**config.mk**
```make
export PLATFORM = sky130hd
export DESIGN_NAME = cbuf_write_arbiter
export DESIGN_NICKNAME = d
export VERILOG_FILES = /design/src/rtl/cbuf_write_arbiter.sv
export SDC_FILE = /design/constraint.sdc
export NUM_CORES = 1
export LEC_CHECK = 0
export ABC_AREA = 1
export CAP_MARGIN = 25
export CORE_MARGIN = 5
export CORE_UTILIZATION = 30
export CTS_BUF_LIST = sky130_fd_sc_hd__clkbuf_4 sky130_fd_sc_hd__clkbuf_8
export DETAILED_ROUTE_END_ITERATION = 10
export PLACE_DENSITY = 0.57
export RECOVER_POWER = 100
export SYNTH_ARGS = -nofsm -noshare
export SYNTH_HDL_FRONTEND = slang
export SYNTH_SLANG_ARGS = --single-unit
```
**constraint.sdc**
```tcl
create_clock -name clk -period 2.5 [get_ports clk]
set_input_delay 0.75 -clock clk [delete_from_list [all_inputs] [get_ports clk]]
set_output_delay 0.75 -clock clk [all_outputs]
set_load 0.005 [all_outputs]
```
**src/rtl/cbuf_write_arbiter.sv**
```systemverilog
// Circular-buffer control with a 4-way round-robin write arbiter.
// Tracks write/read pointers and occupancy; flags sticky overflow/underflow.
module cbuf_write_arbiter #(
    parameter int unsigned ADDR_W = 3
) (
    input  logic              clk,
    input  logic              rst,
    input  logic [3:0]        wr_req,
    output logic [3:0]        wr_grant,
    input  logic              read_en,
    output logic              ready,
    output logic              valid,
    output logic              wen,
    output logic [ADDR_W-1:0] waddr,
    output logic [ADDR_W-1:0] raddr,
    output logic [ADDR_W:0]   count,
    output logic              full,
    output logic              empty,
    output logic              ovf,
    output logic              udf
);

    localparam int unsigned DEPTH = 2 ** ADDR_W;
    localparam logic [ADDR_W:0] DepthCnt = (ADDR_W + 1)'(DEPTH);

    logic [ADDR_W-1:0] wptr_q, wptr_d;
    logic [ADDR_W-1:0] rptr_q, rptr_d;
    logic [ADDR_W:0]   count_q, count_d;
    logic [1:0]        rr_q, rr_d;
    logic              ovf_q, ovf_d;
    logic              udf_q, udf_d;

    logic       hit;
    logic [1:0] pick_idx;
    logic [1:0] cand;
    logic       do_write;
    logic       do_read;

    // Status comes only from the registered count; no same-cycle bypass.
    assign full  = (count_q == DepthCnt);
    assign empty = (count_q == '0);
    assign ready = ~full;
    assign valid = ~empty;

    // First requester found searching rr, rr+1, rr+2, rr+3 (mod 4).
    always_comb begin
        hit      = 1'b0;
        pick_idx = rr_q;
        cand     = rr_q;
        for (int j = 0; j < 4; j++) begin
            cand = rr_q + 2'(j);
            if (!hit && wr_req[cand]) begin
                hit      = 1'b1;
                pick_idx = cand;
            end
        end
    end

    assign do_write = hit && ready && !rst;
    assign do_read  = read_en && valid && !rst;

    always_comb begin
        wr_grant = 4'b0000;
        if (do_write) begin
            wr_grant = 4'b0001 << pick_idx;
        end
    end

    assign wen = do_write;

    always_comb begin
        wptr_d  = wptr_q;
        rptr_d  = rptr_q;
        count_d = count_q;
        rr_d    = rr_q;
        ovf_d   = ovf_q | ((|wr_req) && full);
        udf_d   = udf_q | (read_en && empty);
        if (do_write) begin
            wptr_d = wptr_q + 1'b1;
            rr_d   = pick_idx + 2'd1;
        end
        if (do_read) begin
            rptr_d = rptr_q + 1'b1;
        end
        unique case ({do_write, do_read})
            2'b10:   count_d = count_q + 1'b1;
            2'b01:   count_d = count_q - 1'b1;
            default: count_d = count_q;
        endcase
    end

    always_ff @(posedge clk) begin
        if (rst) begin
            wptr_q  <= '0;
            rptr_q  <= '0;
            count_q <= '0;
            rr_q    <= '0;
            ovf_q   <= 1'b0;
            udf_q   <= 1'b0;
        end else begin
            wptr_q  <= wptr_d;
            rptr_q  <= rptr_d;
            count_q <= count_d;
            rr_q    <= rr_d;
            ovf_q   <= ovf_d;
            udf_q   <= udf_d;
        end
    end

    assign waddr = wptr_q;
    assign raddr = rptr_q;
    assign count = count_q;
    assign ovf   = ovf_q;
    assign udf   = udf_q;

endmodule

```
# Yosys cells after proc, flatten, opt, wreduce, memory -nomap -nowiden
# Index checks and enable logic that the tools add are counted.
# word_totals
register_bits	14
in_bits	7
elab_cells	59
# op_classes
add_sub_neg	8
n_lt_le_gt_ge	4
n_eq_ne	3
n_shift	1
muxes	17
bitwise_logic	4
reduce_logical	16
# op_table
op	n
2-bit by 3-bit less-than comparator with 1-bit output, second input constant	4
1-bit logical AND	9
1-bit binary-select mux with 2-bit select	4
1-bit 2-to-1 mux	8
4-bit case mux with 2 select lines	1
3-bit by 1-bit adder with 3-bit output, second input constant	2
2-bit 2-to-1 mux	3
2-bit by 1-bit adder with 2-bit output, second input constant	2
2-bit adder, second input constant	2
4-bit by 1-bit adder with 4-bit output, second input constant	1
4-bit equality test, second input constant	1
1-bit zero test	4
4-bit zero test	1
4-bit 2-to-1 mux	1
4-bit OR reduction	1
1-bit by 2-bit left shift with 4-bit output, first input constant	1
4-bit by 1-bit subtractor with 4-bit output, second input constant	1
2-bit by 1-bit equality test with 1-bit output, second input constant	1
2-bit equality test, second input constant	1
1-bit inverter	2
1-bit bitwise OR	2
2-bit nonzero test	1

# Longest topological paths before layout
# Gate-level depths: netlist of run 1.
# depth
ltp_word	16
depth_mapped	15
depth_no_buf	15

# Worst setup path after synthesis of run 1
# No wires, ideal clock.
# synth_timing
path_kind	input -> register
start	input rst
end	register count_q[3], in the netlist count[3]
arrival_ps	2320
required_ps	2387
path_slack_ps	67
path_stages	13
path_buffers	1
path_cell_list	buf_2 -> inv_2 -> nand3_2 -> ha_1 -> ha_1 -> nand2_1 -> inv_1 -> o21ai_0 -> nand2_1 -> nand2_1 -> nand3_1 -> nor2_1 -> nor2_1
# synth_via
elab_chain_cells	4
# synth_lines
item	line_no	rtl
from (decl)	7	input logic rst,
1-bit zero test	59, 60	
1-bit logical AND, on equally long branches	60, 59	
2-bit by 1-bit equality test with 1-bit output / 2-bit equality test (equally long branches)	85	unique case ({do_write, do_read})
4-bit case mux with 2 select lines / 2-bit nonzero test (equally long branches)	-	
to (signal assigned)	103	count_q <= count_d;
to (decl)	28	logic [ADDR_W:0] count_q, count_d;
# Several ways; a longest one is shown, not always the timed one.
# A chain may end at the register's enable or synchronous reset.

# Worst setup path after layout of run 1
# layout_timing
start	input wr_req[3]
end	output wr_grant[3]
# layout_via
elab_chain_cells	15
# layout_lines
item	line_no	rtl
from (decl)	8	input logic [3:0] wr_req,
1-bit binary-select mux with 2-bit select	52	if (!hit && wr_req[cand]) begin
1-bit 2-to-1 mux (implied by the code)	52	
1-bit 2-to-1 mux	52	
1-bit zero test	52	
1-bit logical AND	52	
1-bit 2-to-1 mux	52	
1-bit zero test	52	
1-bit logical AND	52	
1-bit 2-to-1 mux	52	
1-bit zero test	52	
1-bit logical AND	52	
1-bit 2-to-1 mux	52	
1-bit logical AND (2 in series)	59	assign do_write = hit && ready && !rst;
4-bit 2-to-1 mux *	64	if (do_write) begin
to (decl)	9	output logic [3:0] wr_grant,
# Every way passes the cells marked *; elsewhere a longest branch is shown, timed or not. The select of a mux whose other input is x is not followed.

==> qor.yml, run 1 <==
global_route:
  grt_pass1_vias: 1177
  antenna_found_initial: 0
  track_usage_pct: 11.50
  grt_max_degree: 10
  overflow: 0
  grt_pass1_wl_mm: 4.919
setup_path:
  path_cells: "buf_8 > inv_1 > nand2_1 > nand2_1 > nand2_1 > nand2_2 > nand4_4 > buf_6 > nand3_1 > nand2_2 > ha_2 > inv_1 > nor2_1 > buf_2"
  cp.required_ns: 1.75
  worst_setup_path_end_kind: "output port"
  cp_max_fo: 3
  start_kind: "primary input"
  slowest_delay_ns: 0.17
  worstSetupPathType: "in -> out"
  critPathSlowestCell: "ha_2"
  path_buf_inv: 5
  cpMostUsedCell: "nand2_1"
  cp_top_family: "simple AND/OR/NAND/NOR gates"
  cp.arrival_ns: 1.93
route:
  via_per_inst: 4.336
  detail-route-antenna-nets: 0
  routedWlPerCell_um: 10.13
  drtIter0Drc: 57
  drt-pass1-iter-count: 4
  wl_mm: 2.835
  drc: 0
  vias: 1214
sta:
  timing.hold.ws_ns: 0.4487
  worst_pin_slew_ns: 0.2624
  hold_viol_final: 0
  timing.final.crit_share_pct: 107.3
  fmax_mhz: 372.7
  slew_headroom_pct: 82.51
  rsz0062_at_grt: "yes"
  setup_slack_ns: -0.1833
  min_period_ns: 2.683
  slew_violations: 0
  fin_skew_ns: 0.001033
  setup_viol: 4
cells_and_area:
  areaGrowthSynthToFinish_pct: 61.02
  final_util_pct: 50.31
  num-fill-cells: 377
  layout.nets: 250
  drive_gt1_share_pct: 38.79
  fin_cells: 280
  diodes: 0
clock_network:
  clk_pin_slew_ns: 0.06
  clockRootBuffer: "clkbuf_8"
  clock_sinks: 14
  cts-hold-fix-buffers: 0
  cts_tree: "done"
  clk_latency_ns: 0.24
  cts_buffers: 3
  clk_path_buf_depth: 2
  cts-htree-levels: 1
die:
  die_x_um: 71.98
  num_rows: 22
  coreArea_mm2: 0.003689
  die_h_um: 71.98
  ios: 28
  start_util_pct: 31.24
  dieArea_mm2: 0.005180
power:
  peakVddDrop_uv: 455.2
  static-leakage-power_nw: 0.9920
  p_per_area_mw_per_mm2: 1063
place:
  place.gp.congestion: 0.7598
  place_inst: 273
  dp_hpwl_mm: 2.146
  portBuffers: 27
synth:
  synth_top_area_cell: "dfxtp_1"
  synth_cell_types: 22
  synth.area.top_cells: "dfxtp_1 24%, nand2_1 17%, ha_1 9.8%"
  synthCells: 176
  synthesis.area_mm2: 0.001152
  syn_nets: 193
  yosys_warnings: 0
  synth-seq-cells: 14
  ys_seq_area_share_pct: 24.32
  synth_top_area_share_pct: 24.32
  avgSynthCellArea_um2: 6.547
run_status:
  failed_checks: "setup timing"
  status: "finished, violations left"
hold_path:
  hp-class: "reg -> reg"
run:
  drv_cap: 0
kinds of logic (layout without fill, tap and decap cells):
group / count (synthesis) / count (layout) / synth area share (%)
xor gates and xnor gates: 2 / 2 / 1.520
DFF: 14 / 14 / 24.32
adders and majority gates: 10 / 10 / 11.51
and+or+nand+nor: 101 / 101 / 43.98
AOI/OAI and AO/OA: 16 / 16 / 6.948
buffers and inverters: 33 / 89 / 11.73
cells in the final DEF, fill, tap and decap left out, types with 6 or more instances in the layout:
master,instances
a21oi_1,10
nand3_1,14
inv_2,7
buf_4,21
nor2_1,10
dfxtp_1,12
inv_1,21
ha_1,6
nand2_4,15
nand2_2,18
nand2_1,37
dlygate4sd3_1,17
worst min-delay path, delay by kind of cell, from the launching register on:
| family | cells | cell delay (ns) |
|---|---|---|
| AOI/OAI and AO/OA | 1 | 0.05 |
| buffers and inverters | 1 | 0.04 |
| DFF | 1 | 0.31 |
repair_timing:
item | CTS | global route
endpoints found under the setup margin | 9 | 6
cloned | 0 | 0
pin swaps | 29 | 14
setup buffers | 2 | 1
endpoints found under the hold margin | 0 | 0
gates resized for setup | 72 | 25
synthesized netlist by cell type (all sizes together):
| cell type | n |
|---|---|
| nand2 | 70 |
| o21ai | 6 |
| nand4 | 3 |
| nor2 | 11 |
| xor2 | 1 |
| buf | 2 |
| dfxtp | 14 |
| a21oi | 10 |
| inv | 31 |
| xnor2 | 1 |
| ha | 9 |
| nand3 | 17 |
| fa | 1 |
cell type report:
cell class	instances	area (um2)	area share (%)
clock buffer	4	55.05	2.967
timing repair buffer	54	467.9	25.22
inverter	31	126.4	6.811
multi-input combinational	129	860.8	46.39
sequential	14	285.3	15.37
tap	48	60.06	3.237
state kept, by name, indices dropped and copies added (netlist names):
signal	count
waddr	3
rr_q	2
raddr	3
count	4
ovf	1
udf	1
power breakdown:
group / total [mW] / switching (mW) / internal [mW]
sequential: 0.325 / 0.0482 / 0.277
clock: 0.221 / 0.0820 / 0.139
combinational: 1.43 / 0.796 / 0.630
per-stage QoR:
stage / total power, mW / cell area [um2] / TNS, ns / setup slack (ns)
after CTS: 1.903 / 1793 / -0.7091 / -0.1929
after floorplan: 1.101 / 1152 / 0 / 0.06697
final: 1.973 / 1856 / -0.6786 / -0.1833
after global placement: 1.594 / 1647 / -7.594 / -1.015
after global routing: 2.170 / 1856 / -1.229 / -0.2939
after detailed placement: 1.589 / 1647 / -7.494 / -1.007
routing by layer:
| layer | up-vias | GRT usage, % | part of all wire [%] |
|---|---|---|---|
| met4 | 0 | 3.132 | 0.60 |
| met3 | 2 | 2.770 | 4.7 |
| li1 | 661 | - | - |
| met5 | - | 0 | 0 |
| met2 | 19 | 20.00 | 49 |
| met1 | 532 | 14.11 | 46 |
path summary, 6_finish.rpt:
| path | start | endpoint | slack (ns) | cells past startpoint |
|---|---|---|---|---|
| setup / recovery | wr_req[3] | wr_grant[3] | -0.18 | 14 |
| hold / removal | udf | udf | 0.45 | 2 |
| setup reg to reg | count[2] | count[3] | 0.44 | 13 |
| hold reg to reg | udf | udf | 0.45 | 2 |
No activity file was read; power rests on OpenSTA's default activity.
==> inputs of run 2 (changes only) <==
CAP_MARGIN = 20   (was 25)
==> results of run 2 <==
Final layout, timing and power as in run 1 (identical DEF).
==> inputs of run 3 (changes only) <==
CELL_PAD_IN_SITES_DETAIL_PLACEMENT = 1   (was unset)
CELL_PAD_IN_SITES_GLOBAL_PLACEMENT = 1   (was unset)
PLACE_DENSITY = 0.76   (was 0.57)
==> run 3 against run 2 <==
The run still ends with setup timing left; via count is 7.8% higher; count of clock-buffer cells in the layout stayed put; non-clock buffer count is 4 higher; critical path depth is 1 lower; fmax is 3.3% lower; total power is 19% higher; routed wire length is 36% higher; setup slack worse by 0.092 ns.
==> qor.yml, run 3 (synthesis results as in run 1) <==
run:
  drv_cap: 0  # unchanged
sta:
  rsz0062_at_grt: "yes"
  setup_viol: 4  # unchanged
  hold_viol_final: 0  # unchanged
  slew_violations: 0  # unchanged
  timing.hold.ws_ns: 0.4575  # +0.008761 ns
  timing.final.crit_share_pct: 111.0  # +3.7 points
  worst_pin_slew_ns: 0.2567  # -0.005645 ns
  slew_headroom_pct: 82.88  # +0.38 points
  fmax_mhz: 360.3  # -3.3%
  min_period_ns: 2.776  # +0.09225 ns
  setup_slack_ns: -0.2756  # -0.09225 ns
  fin_skew_ns: 0.001138  # +0.0001052 ns
setup_path:
  cpMostUsedCell: "nand2_4"
  cp.required_ns: 1.75  # about the same
  critPathSlowestCell: "ha_4"
  crit_end: "wr_grant[1]"
  start_kind: "primary input"
  r2r-end: "count[2]"
  cp-startpoint: "wr_req[0]"
  cp.arrival_ns: 2.03  # +0.10 ns
  cp_max_fo: 4  # +1
  r2r_cells: 11  # -2
  worst_setup_path_end_kind: "output port"
  rr_startpoint: "count[0]"
  worstSetupPathType: "in -> out"
  r2r_slack_ns: 0.35  # -0.09 ns
  path_cells: "buf_6 > nand2_4 > nand3_4 > nand2_4 > buf_4 > nand4_4 > inv_1 > nand2_1 > nand2_2 > ha_4 > inv_2 > nor2_1 > buf_2"
  slowest_delay_ns: 0.14  # -0.03 ns
place:
  dp_hpwl_mm: 2.595  # +21%
  portBuffers: 27  # unchanged
  place.gp.congestion: 0.7804  # +2.7%
global_route:
  antenna_found_initial: 0  # unchanged
  grt_use_met2_pct: 27.04  # +7.0 points
  grt_busiest_layer: "met2"
  use_met1_pct: 15.89  # +1.8 points
  overflow: 0  # unchanged
  track_usage_pct: 14.18  # +2.7 points
  grt_pass1_wl_mm: 5.982  # +22%
  grtUsageMet3_pct: 2.355  # -0.42 points
  grt_max_degree: 10  # unchanged
  grt_pass1_vias: 1391  # +18%
route:
  wl_mm: 3.860  # +36%
  via_per_inst: 4.609  # +6.3%
  drc: 0  # unchanged
  detail-route-antenna-nets: 0  # unchanged
  vias: 1309  # +7.8%
  routedWlPerCell_um: 13.59  # +34%
  drt-pass1-iter-count: 4  # unchanged
  drtIter0Drc: 30  # -47%
power:
  power_mw: 2.347  # +19%
  static-leakage-power_nw: 1.008  # +1.6%
  p_per_area_mw_per_mm2: 1172  # +10%
  peakVddDrop_uv: 419.4  # -7.9%
die:
  die_h_um: 71.98  # unchanged
  num_rows: 22  # unchanged
  die_x_um: 71.98  # unchanged
  coreArea_mm2: 0.003689  # unchanged
  start_util_pct: 31.24  # unchanged
  ios: 28  # unchanged
  dieArea_mm2: 0.005180  # unchanged
run_status:
  failed_checks: "setup timing"
  status: "finished, violations left"
clock_network:
  clockRootBuffer: "clkbuf_8"
  clk_path_buf_depth: 2  # unchanged
  clk_latency_ns: 0.25  # about the same
  cts_tree: "done"
  clk_pin_slew_ns: 0.06  # about the same
  clock_sinks: 14  # unchanged
  cts_buffers: 3  # unchanged
  cts-htree-levels: 1  # unchanged
cells_and_area:
  areaGrowthSynthToFinish_pct: 73.72
  diodes: 0  # unchanged
  mostFrequentLayoutCells: "34 x nand2_1, 23 x buf_4, 19 x inv_1"
  largest_reg_flops: 4  # unchanged
  drive_gt1_share_pct: 44.07  # +5.3 points
  final_common_cell: "nand2_1"
  layout.nets: 254  # +1.6%
hold_path:
  hp-class: "reg -> reg"
-- run 3: layout make-up --
cell class | count | area (um2)
timing repair buffer | 58 | 490.5
fill | 467 | 1687
tap | 48 | 60.06
inverter | 31 | 136.4
multi-input combinational | 129 | 974.7
sequential | 14 | 285.3
clock buffer | 4 | 55.05
-- run 3: per-layer routing --
metal	up-vias	share of wire, %
met5	-	0
met4	0	1.0
met3	5	3.3
met2	23	55
met1	616	41
li1	665	-
-- run 3: power by group --
| part | leakage [nW] | total (mW) | switching [mW] | internal (mW) |
|---|---|---|---|---|
| Sequential | 0.116 | 0.341 | 0.0634 | 0.277 |
| Clock | 0.0288 | 0.223 | 0.0833 | 0.140 |
| Combinational | 0.863 | 1.78 | 1.01 | 0.771 |
| Total | 1.01 | 2.35 | 1.16 | 1.19 |
-- run 3: how the worst min path moves through the flow --
stage / start / endpoint / slack (ns) / cells after the start
after global routing: udf / udf / 0.48 / 2
final: udf / udf / 0.46 / 2
after CTS: udf / udf / 0.47 / 2
after global placement: udf / udf / 0.44 / 2
after floorplan: udf / udf / 0.45 / 2
after detailed placement: udf / udf / 0.45 / 2
-- run 3: worst max-delay path, delay by kind of cell --
kind                     cells  cell delay, ns
buffers and inverters        5            0.46
AND/OR/NAND/NOR              7            0.65
adder cells (fa/ha/maj)      1            0.14
-- run 3: per-stage QoR --
step / std cells / area (um2) / util (%) / setup slack, ns / setup TNS [ns]
2_1_floorplan: 176 / 1152 / - / 0.06697 / 0
3_3_place_gp: 275 / 1662 / 45.05 / -1.027 / -7.296
3_5_place_dp: 275 / 1662 / 45.05 / -1.081 / -7.744
4_1_cts: 281 / 1849 / 50.14 / -0.2325 / -0.8817
5_1_grt: 284 / 2002 / 54.27 / -0.4085 / -1.697
6_report: 284 / 2002 / 54.27 / -0.2756 / -1.074
-- run 3: what timing repair did --
| action | CTS | global route |
|---|---|---|
| setup buffers | 2 | 3 |
| hold buffers | 0 | 0 |
| resized for setup | 80 | 41 |
| setup endpoints to repair | 9 | 6 |
| pin swaps | 31 | 30 |
==> RTL edit 1: new RTL, settings of run 3 <==
Make the reset (`rst`) asynchronous in one clocked block.
--- a/src/rtl/cbuf_write_arbiter.sv
+++ b/src/rtl/cbuf_write_arbiter.sv
@@ -89,7 +89,7 @@
         endcase
     end
 
-    always_ff @(posedge clk) begin
+    always_ff @(posedge clk or posedge rst) begin
         if (rst) begin
             wptr_q  <= '0;
             rptr_q  <= '0;
Check against the original RTL: differs if rst is asserted again (counterexample within 4 cycles, from zero or initial values and one cycle with rst high); with rst held inactive, the same outputs for 10 cycles.
==> RTL edit 1 against run 3 <==
  * The run still ends with negative setup slack left
  * First-iteration DRC count decreased by 20%
  * Final cell count down 7.0%
  * Sequential cell count unchanged
  * Routed wire length fell by 3.7%
  * Power is 16% higher
  * Synthesized area grew 0.76%
  * Count of clock-buffer cells in the layout unchanged
  * Worst setup slack worse by 0.012 ns
  * Final area down 6.6%
  * Critical path type is now flop to output pin
  * Highest routed layer unchanged
==> RTL edit 1: results (changes against run 3) <==
metric;value;unit;change
antenna_found_initial;0;;unchanged
place_congestion;0.828;;was 0.780
r2r_start;count[1];;was count[0]
clock_path_buffers;2;;unchanged
synth-seq-area-share;30.2;%;was 24.3%
placed_cell_area;1640;µm²;was 1660 µm²
r2r_setup_slack;0.23;ns;was 0.35 ns
grt_use_total;15.2;%;was 14.2%
grt_pass1_vias;1469;;was 1391
crit_arrival;2.04;ns;
hp-class;flop to flop;;unchanged
yosysWarnings;0;;unchanged
synth.area.top_cells;dfrtp_1 30%, nand2_1 16%, ha_1 9.7%;;was dfxtp_1 24%, nand2_1 17%, ha_1 9.8%
worstHoldEndpoint;udf;;unchanged
worst_clock_skew;0.00321;ns;was 0.00114 ns
hold_depth;1;;was 2
largest_register_ffs;4;;unchanged
firstDrtPassIters;4;;unchanged
hp-start;udf;;unchanged
wl_per_cell;14.1;µm;was 13.6 µm
tns;-1.20;ns;was -1.07 ns
ys_types;21;;was 22
setup-violations-final;5;;was 4
numPortBuffers;27;;unchanged
layout-drive-gt1-share;42.1;%;was 44.1%
cts-root-buf;clkbuf_8;;unchanged
max_slew_margin;66.4;%;was 82.9%
violations;negative setup slack;;unchanged
ir_drop;0.000582;V;was 0.000419 V
r2r_cells;10;;was 11
leakage;0.981;nW;was 1.01 nW
cts_made_buffers;3;;unchanged
htreeDepth;1;;unchanged
outcome;complete, but fails checks;;unchanged
fin_nets;234;;was 254
synth_fp_nets;170;;was 193
vias;1218;;was 1309
fill_cells;459;;was 467
clk_pin_slew;0.06;ns;about the same
grt_pass1_wl;6.37;mm;was 5.98 mm
fin_ws;-0.288;ns;was -0.276 ns
diodes;0;;unchanged
async_flop_share;100;%;was 0%
intPower;0.00146;W;was 0.00119 W
drtIter0Drc;24;;was 30
reg2reg_to;count[3];;was count[2]
grt_start_max_net_pins;10;;unchanged
cp_max_fo;4;;unchanged
synthTopCellsByCount;48 x nand2_1, 20 x inv_1, 15 x nand2_2;;was 52 x nand2_1, 27 x inv_1, 16 x nand3_1
dp_hpwl;2.71;mm;was 2.59 mm
ys.flop_type;dfrtp_1;;was dfxtp_1
clkLatencyLatePin;0.24;ns;
## RTL edit 1: area by class of cell
| type | count | area (µm²) | share of cell area, % |
|---|---|---|---|
| timing repair inverter | 1 | 7.51 | 0.402 |
| timing repair buffer | 59 | 478 | 25.6 |
| tap | 48 | 60.1 | 3.21 |
| clock buffer | 4 | 55.1 | 2.95 |
| sequential | 14 | 353 | 18.9 |
| multi-input combinational | 115 | 823 | 44.0 |
| inverter | 23 | 92.6 | 4.95 |
## RTL edit 1: critical path, stage by stage (launching register included)
cell and delay (ns):
dfrtp_2 0.48, clkinvlp_4 0.16, nand2_2 0.11, nand2_1 0.05
nand2_1 0.07, nand2_2 0.06, nor2_4 0.14, nand2_1 0.08
nand2_2 0.07, nand2_1 0.05, nand2_1 0.08, nand2_2 0.07
ha_2 0.17, inv_1 0.05, nor2_1 0.03, buf_2 0.11
## RTL edit 1: what timing repair did
action                                 4_1_cts  5_1_grt
pin swaps                                   19        9
hold buffers                                 0        0
gates resized for setup                     61       18
endpoints found under the hold margin        0        0
setup endpoints to repair                    8        7
buffers inserted                            13        0
gates cloned                                 1        0
## RTL edit 1: cells by family after synthesis
group / after synthesis / synth area share, %
simple gates: 89 / 39.5
buf+inv: 24 / 8.40
mux: 1 / 0.970
compound gates: 7 / 3.45
flops: 14 / 30.2
xor+xnor: 8 / 6.03
fa+ha+maj: 10 / 11.4
## RTL edit 1: through the flow
stage	utilization [%]	hold WS, ns	worst slack, ns	power, W	instances
2_1_floorplan	-	0.451	0.0329	0.00142	153
3_3_place_gp	44.2	0.438	-1.01	0.00205	246
3_5_place_dp	44.2	0.449	-1.15	0.00216	246
4_1_cts	50.1	0.467	-0.304	0.00265	264
5_1_grt	50.3	0.482	-0.441	0.00296	264
6_report	50.3	0.460	-0.288	0.00272	264
## RTL edit 1: power by group through the flow
stage | Sequential (W) | Clock, W | Combinational (W)
2_1_floorplan | 0.000451 | 0 | 0.000973
3_3_place_gp | 0.000453 | 0 | 0.00160
3_5_place_dp | 0.000465 | 0 | 0.00170
4_1_cts | 0.000483 | 0.000226 | 0.00195
5_1_grt | 0.000509 | 0.000239 | 0.00221
6_report | 0.000488 | 0.000220 | 0.00201
## RTL edit 1: layer usage
layer	track usage, %	share of wire, %	wire length, µm
met5	0	0	0
met3	1.94	1.8	68
met4	3.55	0.38	14
met2	31.7	59	2200
met1	15.5	39	1430
## RTL edit 1: how the worst max path moves through the flow
stage,start,end,slack (ns),cells after the start
floorplan,rst,count[3],0.03,8
global placement,wr_req[0],wr_grant[0],-1.01,15
detailed placement,wr_req[0],wr_grant[1],-1.15,15
CTS,rr_q[0],wr_grant[1],-0.30,16
global route,rr_q[0],wr_grant[2],-0.44,14
finish,rr_q[0],wr_grant[1],-0.29,15
==> RTL edit 2: new RTL, flow settings as in run 3 <==
Made on the original files. The parameter `ADDR_W` goes from 3 to 4.
--- a/src/rtl/cbuf_write_arbiter.sv
+++ b/src/rtl/cbuf_write_arbiter.sv
@@ -1,7 +1,7 @@
 // Circular-buffer control with a 4-way round-robin write arbiter.
 // Tracks write/read pointers and occupancy; flags sticky overflow/underflow.
 module cbuf_write_arbiter #(
-    parameter int unsigned ADDR_W = 3
+    parameter int unsigned ADDR_W = 4
 ) (
     input  logic              clk,
     input  logic              rst,
Ports: changed (resized count, raddr and waddr); port bits go from 28 to 31. No check against the original RTL was run, so the function may have changed too.
==> RTL edit 2 against run 3 <==
  * The flow still finishes with violations (negative setup slack)
  * Largest power group unchanged
  * First-iteration DRC count increased by 43%
  * Power increased by 11%
  * Sequential share of layout area increased by 0.39 points
  * Final area increased by 18%
  * Register-to-register slack got worse by 0.27 ns
  * Synthesized area increased by 13%
  * Routed wire length increased by 21%
  * Clock skew increased by 0.00057 ns
  * Sequential cell count increased by 3
  * Worst setup slack got worse by 0.015 ns
  * Critical path depth increased by 1
==> RTL edit 2: results (changes against run 3) <==
metric;value;unit;change
outcome;complete, but fails checks;;unchanged
violations;negative setup slack;;unchanged
pre_cts_slack;-1.08;ns;about the same
total_power;0.00261;W;was 0.00235 W
synth_adder_area_share;11.2;%;was 11.5%
use_met3;3.03;%;was 2.35%
synthXorXnorAreaFrac;4.04;%;was 1.52%
numPortBuffers;30;;was 27
clk_pin_slew;0.07;ns;
placed_cell_area;1870;µm²;was 1660 µm²
firstDrtPassIters;3;;was 4
synth-seq-area-share;26.2;%;was 24.3%
fin_nets;284;;was 254
p_switching;0.00125;W;was 0.00116 W
hp-class;flop to flop;;unchanged
max_slew_margin;78.5;%;was 82.9%
drtIter0Drc;43;;was 30
syn_inst;196;;was 176
pwr-share-comb;76.8;%;was 76.0%
grt_pass1_vias;1629;;was 1391
fill_cells;537;;was 467
setup-violations-final;8;;was 4
critical-path-max-stage-delay;0.16;ns;was 0.14 ns
ir_drop;0.000434;V;was 0.000419 V
largest_register_ffs;5;;was 4
place_congestion;0.773;;was 0.780
layout-drive-gt1-share;50.6;%;was 44.1%
grt_start_max_net_pins;12;;was 10
fin_ws;-0.290;ns;was -0.276 ns
postCtsResizedCells;100;;was 80
grt_util_met2;30.0;%;was 27.0%
leakage;1.15;nW;was 1.01 nW
synth-compound-area-share;9.24;%;was 6.95%
grt_pass1_wl;7.06;mm;was 5.98 mm
tns;-1.67;ns;was -1.07 ns
post_cts_buffers;6;;was 2
grt_use_total;16.0;%;was 14.2%
synth_fp_nets;214;;was 193
synthToLayoutAreaGrowth;81.4;%;was 73.7%
wirelength;4.66;mm;was 3.86 mm
clock_path_buffers;2;;unchanged
met1_usage;17.2;%;was 15.9%
p_clk_share;7.9;%;was 9.5%
post-place-cells;303;;was 275
synthTopCellsByCount;61 x nand2_1, 24 x inv_1, 17 x dfxtp_1;;was 52 x nand2_1, 27 x inv_1, 16 x nand3_1
wl_per_cell;14.7;µm;was 13.6 µm
worst_clock_skew;0.00171;ns;was 0.00114 ns
dp_hpwl;3.01;mm;was 2.59 mm
cp_max_fo;3;;was 4
vias;1517;;was 1309
synth.area.top_cells;dfxtp_1 26%, nand2_1 18%, ha_1 9.6%;;was dfxtp_1 24%, nand2_1 17%, ha_1 9.8%
htreeDepth;1;;unchanged
cpMaxStageDelayCell;nand4_1;;was ha_4
## RTL edit 2: changes by cell type after synthesis, sizes merged, moves of 2 or more
cell	change
o21ai	+5
a21oi	+3
dfxtp	+3
nand3	-3
nor2	+3
xor2	+3
nand2	+2
## RTL edit 2: routing by layer
metal  vias to the layer above  routed length (µm)
met4                         0                 138
met2                        26                2600
li1                        753                   -
met3                        13                 123
met1                       725                1800
met5                         -                   0
## RTL edit 2: final timing paths
check	cells past startpoint	end	slack [ns]	startpoint
worst min-delay path	2	ovf	0.48	ovf
worst min register to register	2	ovf	0.48	ovf
worst max register to register	17	count[4]	0.08	count[0]
worst max-delay path	14	wr_grant[3]	-0.29	wr_req[3]
## RTL edit 2: area by class of cell
type | instances | share of cell area [%]
Clock inverter | 1 | 0.212
Clock buffer | 3 | 1.75
Inverter | 31 | 6.10
Timing Repair Buffer | 67 | 26.4
Sequential cell | 17 | 14.6
Tap cell | 52 | 2.76
Multi-Input combinational cell | 146 | 48.1
